$ cat src/rtl/nibble_alu_pkg.sv
// Shared encodings for the nibble-serial ALU: slice op codes, sequencer states, nibble width.
package nibble_alu_pkg;

   localparam int NIB_W = 4;

   localparam logic [1:0] OP_PASS = 2'b00;
   localparam logic [1:0] OP_INV  = 2'b01;
   localparam logic [1:0] OP_ZERO = 2'b10;
   localparam logic [1:0] OP_ONES = 2'b11;

   typedef enum logic [1:0] {
      ST_IDLE = 2'd0,
      ST_RUN  = 2'd1,
      ST_DONE = 2'd2
   } state_t;

endpackage

$ cat src/rtl/nibble_slice.sv
// One 4-bit operand-select + adder slice; purely combinational, zero latency, no flow control.
module nibble_slice
   import nibble_alu_pkg::*;
(
   input  logic [NIB_W-1:0] a_i,
   input  logic [NIB_W-1:0] b_i,
   input  logic [1:0]       op_i,
   input  logic             cin_i,
   output logic [NIB_W-1:0] sum_o,
   output logic             cout_o,
   output logic             c3_o
);

   logic [NIB_W-1:0] y;

   always_comb begin
      y = b_i;
      case (op_i)
         OP_PASS: y = b_i;
         OP_INV:  y = ~b_i;
         OP_ZERO: y = '0;
         OP_ONES: y = '1;
         default: y = b_i;
      endcase
   end

   assign {cout_o, sum_o} = {1'b0, a_i} + {1'b0, y} + {{NIB_W{1'b0}}, cin_i};
   // Carry into the MSB falls out of the MSB sum bit and its two addends.
   assign c3_o = a_i[NIB_W-1] ^ y[NIB_W-1] ^ sum_o[NIB_W-1];

endmodule

$ cat src/rtl/nibble_serial_alu_seq.sv
// Nibble-serial ADD/SUB/INC/DEC sequencer, LSB nibble first; result valid NIBBLES edges after accept.
// Holds DONE and the result while out_ready is low; optional zero/ovf flags under NIBBLE_SERIAL_ALU_FLAGS_EN.
module nibble_serial_alu_seq
   import nibble_alu_pkg::*;
#(
   parameter int NIBBLES = 4
) (
   input  logic                     clk,
   input  logic                     rst_n,
   input  logic                     in_valid,
   output logic                     in_ready,
   input  logic [NIB_W*NIBBLES-1:0] a_i,
   input  logic [NIB_W*NIBBLES-1:0] b_i,
   input  logic [1:0]               op_i,
   input  logic                     cin_i,
   output logic                     out_valid,
   input  logic                     out_ready,
   output logic [NIB_W*NIBBLES-1:0] d_o,
   output logic                     cout_o
`ifdef NIBBLE_SERIAL_ALU_FLAGS_EN
   ,
   output logic                     zero_o,
   output logic                     ovf_o
`endif
);

   localparam int WIDTH = NIB_W * NIBBLES;
   localparam int IDX_W = $clog2(NIBBLES) + 1;
   localparam logic [IDX_W-1:0] IDX_LAST = IDX_W'(NIBBLES - 1);

   state_t           state_q, state_d;
   logic [WIDTH-1:0] a_q, a_d;
   logic [WIDTH-1:0] b_q, b_d;
   logic [1:0]       op_q, op_d;
   logic             carry_q, carry_d;
   logic [IDX_W-1:0] idx_q, idx_d;
   logic [WIDTH-1:0] dq_q, dq_d;
   logic             cout_q, cout_d;

   logic [NIB_W-1:0] a_nib, b_nib, s_sum;
   logic             s_cout;

`ifdef NIBBLE_SERIAL_ALU_FLAGS_EN
   logic s_c3;
   logic zero_q, zero_d;
   logic ovf_q, ovf_d;
`else
   logic unused_c3;
`endif

   always_comb begin
      a_nib = '0;
      b_nib = '0;
      for (int i = 0; i < NIBBLES; i++) begin
         if (idx_q == IDX_W'(i)) begin
            a_nib = a_q[i*NIB_W +: NIB_W];
            b_nib = b_q[i*NIB_W +: NIB_W];
         end
      end
   end

   nibble_slice u_slice (
      .a_i    (a_nib),
      .b_i    (b_nib),
      .op_i   (op_q),
      .cin_i  (carry_q),
      .sum_o  (s_sum),
      .cout_o (s_cout),
`ifdef NIBBLE_SERIAL_ALU_FLAGS_EN
      .c3_o   (s_c3)
`else
      .c3_o   (unused_c3)
`endif
   );

   always_ff @(posedge clk) begin
      if (!rst_n) begin
         state_q <= ST_IDLE;
         a_q     <= '0;
         b_q     <= '0;
         op_q    <= '0;
         carry_q <= 1'b0;
         idx_q   <= '0;
         dq_q    <= '0;
         cout_q  <= 1'b0;
`ifdef NIBBLE_SERIAL_ALU_FLAGS_EN
         zero_q  <= 1'b0;
         ovf_q   <= 1'b0;
`endif
      end else begin
         state_q <= state_d;
         a_q     <= a_d;
         b_q     <= b_d;
         op_q    <= op_d;
         carry_q <= carry_d;
         idx_q   <= idx_d;
         dq_q    <= dq_d;
         cout_q  <= cout_d;
`ifdef NIBBLE_SERIAL_ALU_FLAGS_EN
         zero_q  <= zero_d;
         ovf_q   <= ovf_d;
`endif
      end
   end

   always_comb begin
      state_d   = state_q;
      a_d       = a_q;
      b_d       = b_q;
      op_d      = op_q;
      carry_d   = carry_q;
      idx_d     = idx_q;
      dq_d      = dq_q;
      cout_d    = cout_q;
      in_ready  = 1'b0;
      out_valid = 1'b0;
`ifdef NIBBLE_SERIAL_ALU_FLAGS_EN
      zero_d    = zero_q;
      ovf_d     = ovf_q;
`endif
      case (state_q)
         ST_IDLE: begin
            in_ready = 1'b1;
            if (in_valid) begin
               a_d     = a_i;
               b_d     = b_i;
               op_d    = op_i;
               carry_d = cin_i;
               idx_d   = '0;
               dq_d    = '0;
`ifdef NIBBLE_SERIAL_ALU_FLAGS_EN
               zero_d  = 1'b0;
               ovf_d   = 1'b0;
`endif
               state_d = ST_RUN;
            end
         end
         ST_RUN: begin
            for (int i = 0; i < NIBBLES; i++) begin
               if (idx_q == IDX_W'(i)) dq_d[i*NIB_W +: NIB_W] = s_sum;
            end
            carry_d = s_cout;
            idx_d   = idx_q + IDX_W'(1);
            if (idx_q == IDX_LAST) begin
               cout_d  = s_cout;
`ifdef NIBBLE_SERIAL_ALU_FLAGS_EN
               zero_d  = (dq_d == '0);
               ovf_d   = s_c3 ^ s_cout;
`endif
               state_d = ST_DONE;
            end
         end
         ST_DONE: begin
            out_valid = 1'b1;
            if (out_ready) state_d = ST_IDLE;
         end
         default: state_d = ST_IDLE;
      endcase
   end

   assign d_o    = dq_q;
   assign cout_o = cout_q;
`ifdef NIBBLE_SERIAL_ALU_FLAGS_EN
   assign zero_o = zero_q;
   assign ovf_o  = ovf_q;
`endif

endmodule
$ cat config.mk
export PLATFORM = sky130hd
export DESIGN_NAME = nibble_serial_alu_seq
export DESIGN_NICKNAME = d
export VERILOG_FILES = /design/src/rtl/nibble_alu_pkg.sv /design/src/rtl/nibble_slice.sv /design/src/rtl/nibble_serial_alu_seq.sv
export SDC_FILE = /design/constraint.sdc
export NUM_CORES = 1
export LEC_CHECK = 0
export BUFFER_PORTS_ARGS = -buffer_cell sky130_fd_sc_hd__buf_2
export CORE_MARGIN = 4
export CORE_UTILIZATION = 57
export CTS_BUF_LIST = sky130_fd_sc_hd__clkbuf_8
export DETAILED_ROUTE_END_ITERATION = 16
export GPL_ROUTABILITY_DRIVEN = 0
export PLACE_DENSITY = 0.9
export SLEW_MARGIN = 10
export SYNTH_ARGS = -nofsm -noshare
export SYNTH_HDL_FRONTEND = slang
export SYNTH_HIERARCHICAL = 1
export SYNTH_SLANG_ARGS = --single-unit
$ cat constraint.sdc
create_clock -name clk -period 4.2 [get_ports clk]
set_input_delay 0.42 -clock clk [delete_from_list [all_inputs] [get_ports clk]]
set_output_delay 0.42 -clock clk [all_outputs]
set_load 0.03 [all_outputs]
==> impl_metrics.yaml, run 1 <==
route:
  drc_errors: 0
  num_vias: 2371
  wl_um: 6450
  vias_per_cell: 5.33
  wl_per_cell_um: 14.5
  drt_first_pass_iters: 4
  drtIter0Drc: 230
  ant_nets: 0
synth:
  synth.avg_cell_area_sq_um: 8.79
  synth_cells: 326
  async_flop_share_pct: 0
  ys_warn_count: 6
  synth_area_sq_um: 2870
  synth_seq_cells: 57
  synth_ff_type: "dfxtp_1"
  yosysSeqAreaShare_pct: 39.8
  synth_nets: 376
  ys_types: 37
  synth_edf_count: 0
clocking:
  cts_root_buf: "clkbuf_8"
  cts_buffer_depth: 2
  post_cts_resized: 0
  postCtsSetupBuffers: 0
  h-tree-depth: 3
  cts_tree: "built"
  clock_latency_ns: 0.35
  hold_buffers: 0
  numCtsBuffers: 9
  cts.sinks: 57
  path_clk_slew_ns: 0.06
timing:
  post-route-period-util_pct: 80.3
  tightest_slew_ns: 0.877
  fin_skew_ns: 0.0113
  max_freq_mhz: 297
  setup_viol: 0
  slew_headroom_pct: 41.5
  period_minus_slack_ns: 3.37
  finalHoldViolCount: 0
  tns_ns: 0
  maxSlewViolCount: 0
  rsz0062_at_grt: "false"
power:
  powerDensity_nw_per_um2: 400
  leakage_nw: 1.34
  ir_drop_uv: 250
run:
  cap_viol_max_count: 0
grt:
  grt_pass1_wl_um: 10600
  track_usage_pct: 21.8
  grt-ovfl-total: 0
  grt_max_degree: 62
  antenna_found_initial: 0
  grt_pass1_vias: 2338
setup_path:
  cp-end-kind: "flop"
  arrival_ns: 3.65
  cp-start-kind: "flop"
  reg2reg_to: "carry_q$_SDFFE_PN0P_"
  crit_slowest_cell: "nor2_1"
  worstSetupPathType: "reg2reg"
  r2r-start: "idx_q[0]$_SDFFE_PN0P_"
  crit_start: "idx_q[0]$_SDFFE_PN0P_"
  regToRegSetupSlack_ns: 0.83
  max_stage_delay_ns: 0.44
  r2r_cells: 13
  critPathMaxFanout: 12
  critical_path.cell_chain: "ha_1 -> ha_1 -> nor2_1 -> a32o_1 -> nor2b_1 -> xnor2_1 -> fa_1 -> fa_1 -> nor2b_1 -> o21ai_0 -> nand2b_1 -> a22oi_1 -> a21boi_0"
  required_ns: 4.48
hold_path:
  hold_path_class: "in2reg"
  hold_path_end: "a_q[4]$_SDFFE_PN0P_"
  whs_path_depth: 3
  worstHoldStart: "a_i[4]"
cells_and_area:
  ff_latch_area_sq_um: 1140
  antenna_cells: 0
  drive_gt1_share_pct: 29.6
  nFillCells: 398
  final_util_pct: 69.3
  multi_input_area_sq_um: 1550
  finalNetCount: 423
  syn2layout_area_growth_pct: 15.7
die:
  io_pins: 58
  fp.dieW_um: 78.9
  dieArea_sq_um: 6230
  core_area_sq_um: 4790
  num_rows: 25
  initial_utilization_pct: 59.9
  fp.dieH_um: 78.9
placement:
  hpwl_um: 4600
  io_buffer_count: 57
status:
  status: "complete, no violations"
layout by cell type (no fill, tap or decap), types with 4 or more instances in the layout:
| cell | Yosys | routed |
|---|---|---|
| nor2b_1 | 7 | 7 |
| a32o_1 | 8 | 8 |
| dfxtp_1 | 57 | 57 |
| o21ai_0 | 9 | 9 |
| nand2b_1 | 13 | 13 |
| clkbuf_8 | 0 | 12 |
| ha_1 | 9 | 9 |
| nand2_1 | 89 | 89 |
| a21oi_1 | 8 | 8 |
| inv_1 | 8 | 10 |
| a21boi_2 | 20 | 20 |
| a21boi_1 | 10 | 10 |
| nand2_2 | 13 | 13 |
| xnor2_1 | 4 | 4 |
| a21boi_0 | 7 | 7 |
| o22ai_1 | 16 | 16 |
| buf_2 | 6 | 57 |
flip-flops by register name, summed over array words and instances, names as in the netlist:
signal and flops:
a_q 16, state_q 2, d_o 16, op_q 2, idx_q 3, carry_q 1, cout_o 1, b_q 16
logic make-up (layout without fill, tap and decap cells):
family	Yosys count	in the layout	synth area share [%]
AOI/OAI and AO/OA	84	84	23.1
xor gates and xnor gates	6	6	2.36
adders and majority gates	11	11	5.33
buffers and inverters	32	84	6.16
DFF	57	57	39.8
muxes	1	1	0.349
and+or+nand+nor	135	135	22.8
cell usage after synthesis, types with 2 or more instances:
library cell,instances,area [sq um]
nor2b_1,7,43.8
xnor2_1,4,35.0
nand2_1,89,334
nand4bb_1,3,33.8
a21oi_1,8,40.0
nand2b_1,13,81.3
inv_1,8,30.0
nand2_2,13,81.3
clkbuf_1,10,37.5
a21boi_1,10,75.1
o22ai_1,16,100
nor2_1,2,7.51
a21boi_0,7,52.6
buf_2,6,30.0
a22oi_1,2,15.0
ha_1,9,113
a21boi_2,20,225
fa_1,2,40.0
nand3b_1,2,15.0
a32o_1,8,80.1
nand3_1,2,10.0
dfxtp_1,57,1140
o21ai_0,9,45.0
buf_6,6,67.6
layer usage:
metal	wire length [um]	part of all wire [%]	GRT usage, %
met4	201	3.1	11.2
met1	2760	43	26.5
met2	3080	48	35.2
met3	403	6.2	6.24
met5	0	0	0
layout make-up:
cell class,instances,area share (%)
tap,67,2.53
sequential,57,34.4
multi-input combinational,237,46.7
timing repair buffer,59,9.06
clock buffer,12,4.98
clock inverter,4,1.28
inverter,9,1.02
worst max-delay path, delay by kind of cell, from the launching register on:
kind | cells | cell delay [ns]
AO/OA/AOI/OAI | 4 | 0.63
XOR/XNOR | 1 | 0.12
adder cells (fa/ha/maj) | 4 | 1.39
flip-flops | 1 | 0.34
AND/OR/NAND/NOR | 4 | 0.84
where the power goes:
| group | internal (W) | switching (W) |
|---|---|---|
| logic | 0.0000871 | 0.000120 |
| clock network | 0.000317 | 0.000215 |
| registers | 0.000567 | 0.0000192 |
stage by stage:
| step | power, W | cell area, sq um | std cells | setup WS [ns] | hold WS (ns) |
|---|---|---|---|---|---|
| after floorplan | 0.000752 | 2870 | 326 | 1.30 | 0.430 |
| after global placement | 0.000794 | 3110 | 429 | 1.02 | 0.444 |
| after detailed placement | 0.000802 | 3110 | 429 | 0.898 | 0.445 |
| after CTS | 0.00133 | 3310 | 445 | 0.884 | 0.301 |
| after global routing | 0.00138 | 3310 | 445 | 0.580 | 0.305 |
| final | 0.00133 | 3310 | 445 | 0.829 | 0.302 |
worst max path at each step:
stage,to,slack (ns),depth (start not counted)
after CTS,carry_q$_SDFFE_PN0P_,0.88,13
after global placement,carry_q$_SDFFE_PN0P_,1.02,13
after floorplan,carry_q$_SDFFE_PN0P_,1.30,16
after detailed placement,carry_q$_SDFFE_PN0P_,0.90,13
final,carry_q$_SDFFE_PN0P_,0.83,13
after global routing,carry_q$_SDFFE_PN0P_,0.58,13
Note: power is estimated with default switching activity, not from simulation.
==> run 2: changes to the inputs <==
CORE_UTILIZATION = 51   (was 57)
PLACE_DENSITY = 0.86   (was 0.9)
clock period = 2.8 ns   (was 4.2 ns; I/O delays follow)
==> run 2 against run 1 <==
Against the previous run: first-iteration DRC count increased by 20%; worst hold slack got worse by 0.13 ns; power increased by 51%; clock skew decreased by 0.0032 ns; fmax increased by 23%; critical path depth increased by 1; clock power increased by 42%; critical endpoint unchanged; largest cell class unchanged; highest routed layer unchanged.
==> impl_metrics.yaml, run 2 (synthesized netlist as in run 1, its figures left out) <==
power:
  p_clk_share_pct: 37.6
  power.total_w: 0.00200
  p_sw_w: 0.000541
  powerDensity_nw_per_um2: 560
  p_seq_share_pct: 44.2
  leakage_nw: 1.45
  ir_drop_uv: 313
  power.internal_w: 0.00146
  power_frac_comb_pct: 18.1
  switching_share_pct: 27.0
die:
  io_pins: 58
  num_rows: 27
  dieArea_sq_um: 6880
  fp.dieH_um: 83.0
  fp.dieW_um: 83.0
  initial_utilization_pct: 52.4
  core_area_sq_um: 5470
hold_path:
  worstHoldStart: "a_i[15]"
  whs_path_depth: 3
  hold_path_class: "in2reg"
  hold_path_end: "a_q[15]$_SDFFE_PN0P_"
cells_and_area:
  finalNetCount: 439
  antenna_cells: 0
  syn2layout_area_growth_pct: 24.9
  final_util_pct: 65.4
  multi_input_area_sq_um: 1670
  nFillCells: 441
  drive_gt1_share_pct: 38.2
  final_cell_mix: "nand2_1, buf_2, dfxtp_1"
  ff_latch_area_sq_um: 1150
  final_common_cell: "nand2_1"
setup_path:
  r2r_cells: 14
  regToRegSetupSlack_ns: 0.06
  critical_path.cell_chain: "inv_4 -> ha_4 -> a21oi_2 -> o21ai_2 -> a32o_1 -> nor2b_4 -> xnor2_2 -> fa_2 -> fa_2 -> nor2b_1 -> o21ai_1 -> nand2b_1 -> a22oi_1 -> a21boi_1"
  crit_slowest_cell: "dfxtp_4"
  required_ns: 3.07
  reg2reg_to: "carry_q$_SDFFE_PN0P_"
  cp-end-kind: "flop"
  max_stage_delay_ns: 0.40
  path_common_cell: "fa_2"
  worstSetupPathType: "reg2reg"
  cp-start-kind: "flop"
  critPathMaxFanout: 4
  r2r-start: "idx_q[1]$_SDFFE_PN0P_"
  arrival_ns: 3.01
run:
  cap_viol_max_count: 0
route:
  wl_per_cell_um: 15.9
  wl_um: 7370
  drc_errors: 0
  vias_per_cell: 5.53
  drtIter0Drc: 276
  drt_first_pass_iters: 4
  num_vias: 2571
  ant_nets: 0
timing:
  tightest_slew_ns: 0.739
  post-route-period-util_pct: 97.7
  finalHoldViolCount: 0
  slew_headroom_pct: 50.7
  rsz0062_at_grt: "true"
  period_minus_slack_ns: 2.74
  setup_viol: 0
  maxSlewViolCount: 0
  fin_skew_ns: 0.00803
  max_freq_mhz: 366
grt:
  track_usage_pct: 20.3
  grt_pass1_vias: 2377
  grt_pass1_wl_um: 11200
  grt_max_degree: 45
  antenna_found_initial: 0
  grt-ovfl-total: 0
clocking:
  h-tree-depth: 3
  cts_buffer_depth: 2
  numCtsBuffers: 9
  clock_latency_ns: 0.34
  cts_root_buf: "clkbuf_8"
  path_clk_slew_ns: 0.06
  cts_tree: "built"
  cts.sinks: 57
placement:
  io_buffer_count: 57
  hpwl_um: 4920
status:
  status: "complete, no violations"
-- run 2: cell type report --
type	count	area share, %
multi-input cells	237	46.6
flip-flops and latches	57	32.1
repair buffers	75	12.2
clock buffers	11	4.23
well taps	72	2.52
clock inverters	4	1.22
inverters	9	1.08
-- run 2: what timing repair did --
| item | CTS | global route |
|---|---|---|
| gates resized for setup | 2 | 32 |
| endpoints found under the setup margin | 3 | 14 |
| setup buffers | 0 | 6 |
| hold buffers | 0 | 0 |
| pin swaps | 0 | 10 |
-- run 2: worst max path at each step --
stage,cells past startpoint,startpoint,end,slack [ns]
2_1_floorplan,16,idx_q[1]$_SDFFE_PN0P_,carry_q$_SDFFE_PN0P_,0.01
5_1_grt,14,idx_q[1]$_SDFFE_PN0P_,carry_q$_SDFFE_PN0P_,-0.02
6_report,14,idx_q[1]$_SDFFE_PN0P_,carry_q$_SDFFE_PN0P_,0.06
4_1_cts,14,idx_q[1]$_SDFFE_PN0P_,carry_q$_SDFFE_PN0P_,0.02
3_5_place_dp,14,idx_q[1]$_SDFFE_PN0P_,carry_q$_SDFFE_PN0P_,0.04
3_3_place_gp,13,idx_q[0]$_SDFFE_PN0P_,carry_q$_SDFFE_PN0P_,0.13
-- run 2: through the flow --
stage | instance area [sq um] | setup TNS, ns | cells | hold slack, ns | worst slack [ns]
2_1_floorplan | 2870 | 0 | 326 | 0.407 | 0.0120
3_3_place_gp | 3210 | 0 | 444 | 0.443 | 0.130
3_5_place_dp | 3210 | 0 | 444 | 0.444 | 0.0357
4_1_cts | 3400 | 0 | 459 | 0.163 | 0.0222
5_1_grt | 3580 | -0.0293 | 465 | 0.169 | -0.0242
6_report | 3580 | 0 | 465 | 0.171 | 0.0646
-- run 2: worst max-delay path: cells and delay by family, from the launching register on --
kind                       cells  cell delay, ns
adders and majority gates      3            0.96
xor gates and xnor gates       1            0.15
DFF                            1            0.40
and+or+nand+nor                3            0.35
AOI/OAI and AO/OA              6            0.75
buffers and inverters          1            0.06
-- run 2: power by group through the flow --
| stage | combinational, W | sequential, W | clock [W] |
|---|---|---|---|
| floorplan | 0.000234 | 0.000895 | 0 |
| global placement | 0.000307 | 0.000896 | 0 |
| detailed placement | 0.000316 | 0.000898 | 0 |
| CTS | 0.000319 | 0.000881 | 0.000762 |
| global route | 0.000399 | 0.000889 | 0.000792 |
| finish | 0.000363 | 0.000885 | 0.000754 |
-- run 2: metal layers --
metal	up-vias	routed length [um]	track usage [%]	share of wire (%)
met5	-	0	0	0
met4	0	301	11.3	4.1
met3	24	475	6.15	6.4
met2	120	3540	31.8	48
met1	1210	3050	24.8	41
li1	1217	-	-	-
==> run 3: changes to the inputs <==
CORE_UTILIZATION = 57   (was 51)
PLACE_DENSITY = 0.9   (was 0.86)
clock period = 2.95 ns   (was 2.8 ns; I/O delays follow)
==> run 3 against run 2 <==
Against the previous run: via count shrank 5.6%; clock power shrank 8.6%; count of clock-buffer cells in the layout shrank 1; setup slack gained 0.057 ns; power shrank 8.9%; flip-flop and latch count is the same; critical path type unchanged; sequential power shrank 5.5%; fmax shrank 3.3%; critical endpoint unchanged; global-route usage grew 1.4 points.
==> impl_metrics.yaml, run 3 (synthesized netlist as in run 1, its figures left out) <==
die:
  core_area_sq_um: 4790
  fp.dieW_um: 78.9
  io_pins: 58
  initial_utilization_pct: 59.9
  fp.dieH_um: 78.9
  dieArea_sq_um: 6230
  num_rows: 25
run:
  cap_viol_max_count: 0
route:
  wl_per_cell_um: 14.3
  ant_nets: 0
  drtIter0Drc: 166
  vias_per_cell: 5.37
  drc_errors: 0
  drt_first_pass_iters: 5
  num_vias: 2428
  wl_um: 6470
placement:
  hpwl_um: 4860
  io_buffer_count: 57
  place_ws_ns: 0.0164
setup_path:
  crit_slowest_cell: "fa_1"
  cp-start-kind: "flop"
  path_common_cell: "nor2b_1"
  cp-end-kind: "flop"
  cp_top_family: "adder cells"
  critical_path.cell_chain: "ha_1 -> ha_2 -> nor2_1 -> a32o_1 -> nor2b_1 -> xnor2_1 -> fa_2 -> fa_1 -> nor2b_1 -> o21ai_0 -> nand2b_1 -> a22oi_1 -> a21boi_1"
  worst-path-buf-inv: 0
  path_depth: 13
  required_ns: 3.22
  critPathMaxFanout: 6
  r2r_cells: 13
  arrival_ns: 3.09
  max_stage_delay_ns: 0.40
  worstSetupPathType: "reg2reg"
timing:
  max_freq_mhz: 354
  slew_headroom_pct: 47.7
  tns_ns: 0
  maxSlewViolCount: 0
  fin_skew_ns: 0.00645
  setup_ws_ns: 0.121
  hold_ws_ns: 0.189
  tightest_slew_ns: 0.785
  rsz0062_at_grt: "false"
  period_minus_slack_ns: 2.83
  finalHoldViolCount: 0
  setup_viol: 0
  post-route-period-util_pct: 95.9
cells_and_area:
  final_util_pct: 70.1
  final_cell_mix: "nand2_1, buf_2, dfxtp_1"
  finalNetCount: 430
  syn2layout_area_growth_pct: 17.1
  multi_input_area_sq_um: 1550
  final_common_cell: "nand2_1"
  antenna_cells: 0
  ff_latch_area_sq_um: 1140
  nFillCells: 372
  drive_gt1_share_pct: 31.7
grt:
  grt_max_degree: 40
  grt-ovfl-total: 0
  grt_pass1_wl_um: 10700
  track_usage_pct: 21.7
  antenna_found_initial: 0
  grt_pass1_vias: 2301
power:
  power.total_w: 0.00182
  powerDensity_nw_per_um2: 544
  leakage_nw: 1.37
  ir_drop_uv: 375
clocking:
  hold_buffers: 0
  cts_root_buf: "clkbuf_8"
  cts_buffer_depth: 2
  path_clk_slew_ns: 0.06
  clock_latency_ns: 0.34
  h-tree-depth: 3
  numCtsBuffers: 9
  cts_tree: "built"
  cts.sinks: 57
hold_path:
  hold_path_class: "in2reg"
  whs_path_depth: 3
status:
  status: "complete, no violations"
## run 3: changes by cell type in the layout (fill, tap and decap cells not counted), moves of 3 or more
cell and delta:
nand2_1 +3, ha_4 -5, xnor2_1 +3, inv_1 +4
ha_1 +4, nand2_2 -3, xnor2_2 -3, buf_4 -7
## run 3: final cells by class
type	instances	area share, %
inverters	9	1.01
well taps	67	2.50
flip-flops and latches	57	34.1
clock inverters	6	1.53
clock buffers	10	4.10
multi-input cells	237	46.3
repair buffers	66	10.5
## run 3: path summary, 6_finish.rpt
path | start | end | slack [ns]
worst max-delay path | idx_q[0]$_SDFFE_PN0P_ | carry_q$_SDFFE_PN0P_ | 0.12
worst min-delay path | a_i[0] | a_q[0]$_SDFFE_PN0P_ | 0.19
worst max register to register | idx_q[0]$_SDFFE_PN0P_ | carry_q$_SDFFE_PN0P_ | 0.12
worst min register to register | b_q[11]$_SDFFE_PN0P_ | b_q[11]$_SDFFE_PN0P_ | 0.46
## run 3: per-layer routing
metal / vias to the layer above / GRT usage [%] / wire length [um]
met3: 9 / 6.35 / 423
met2: 71 / 36.1 / 3160
met4: 0 / 7.22 / 95
met5: - / 0 / 0
met1: 1138 / 27.0 / 2790
li1: 1210 / - / -
## run 3: per-stage QoR
| step | cell area, sq um | instances |
|---|---|---|
| 6_report | 3360 | 452 |
| 5_1_grt | 3360 | 452 |
| 3_5_place_dp | 3160 | 436 |
| 3_3_place_gp | 3160 | 436 |
| 4_1_cts | 3350 | 452 |
| 2_1_floorplan | 2870 | 326 |
## run 3: timing repair
item	4_1_cts	5_1_grt
buffers inserted	0	0
pin swaps	0	1
resized for setup	2	4
setup endpoints to repair	1	7
## run 3: worst min-delay path: stages
cell and delay, ns:
buf_2 0.10, nand2_2 0.05, a21boi_2 0.04
## run 3: power breakdown
part	internal [W]	switching [W]	leakage, nW
clock	0.000400	0.000289	0.110
combinational	0.000128	0.000171	0.794
sequential	0.000808	0.0000282	0.466
total	0.00134	0.000488	1.37
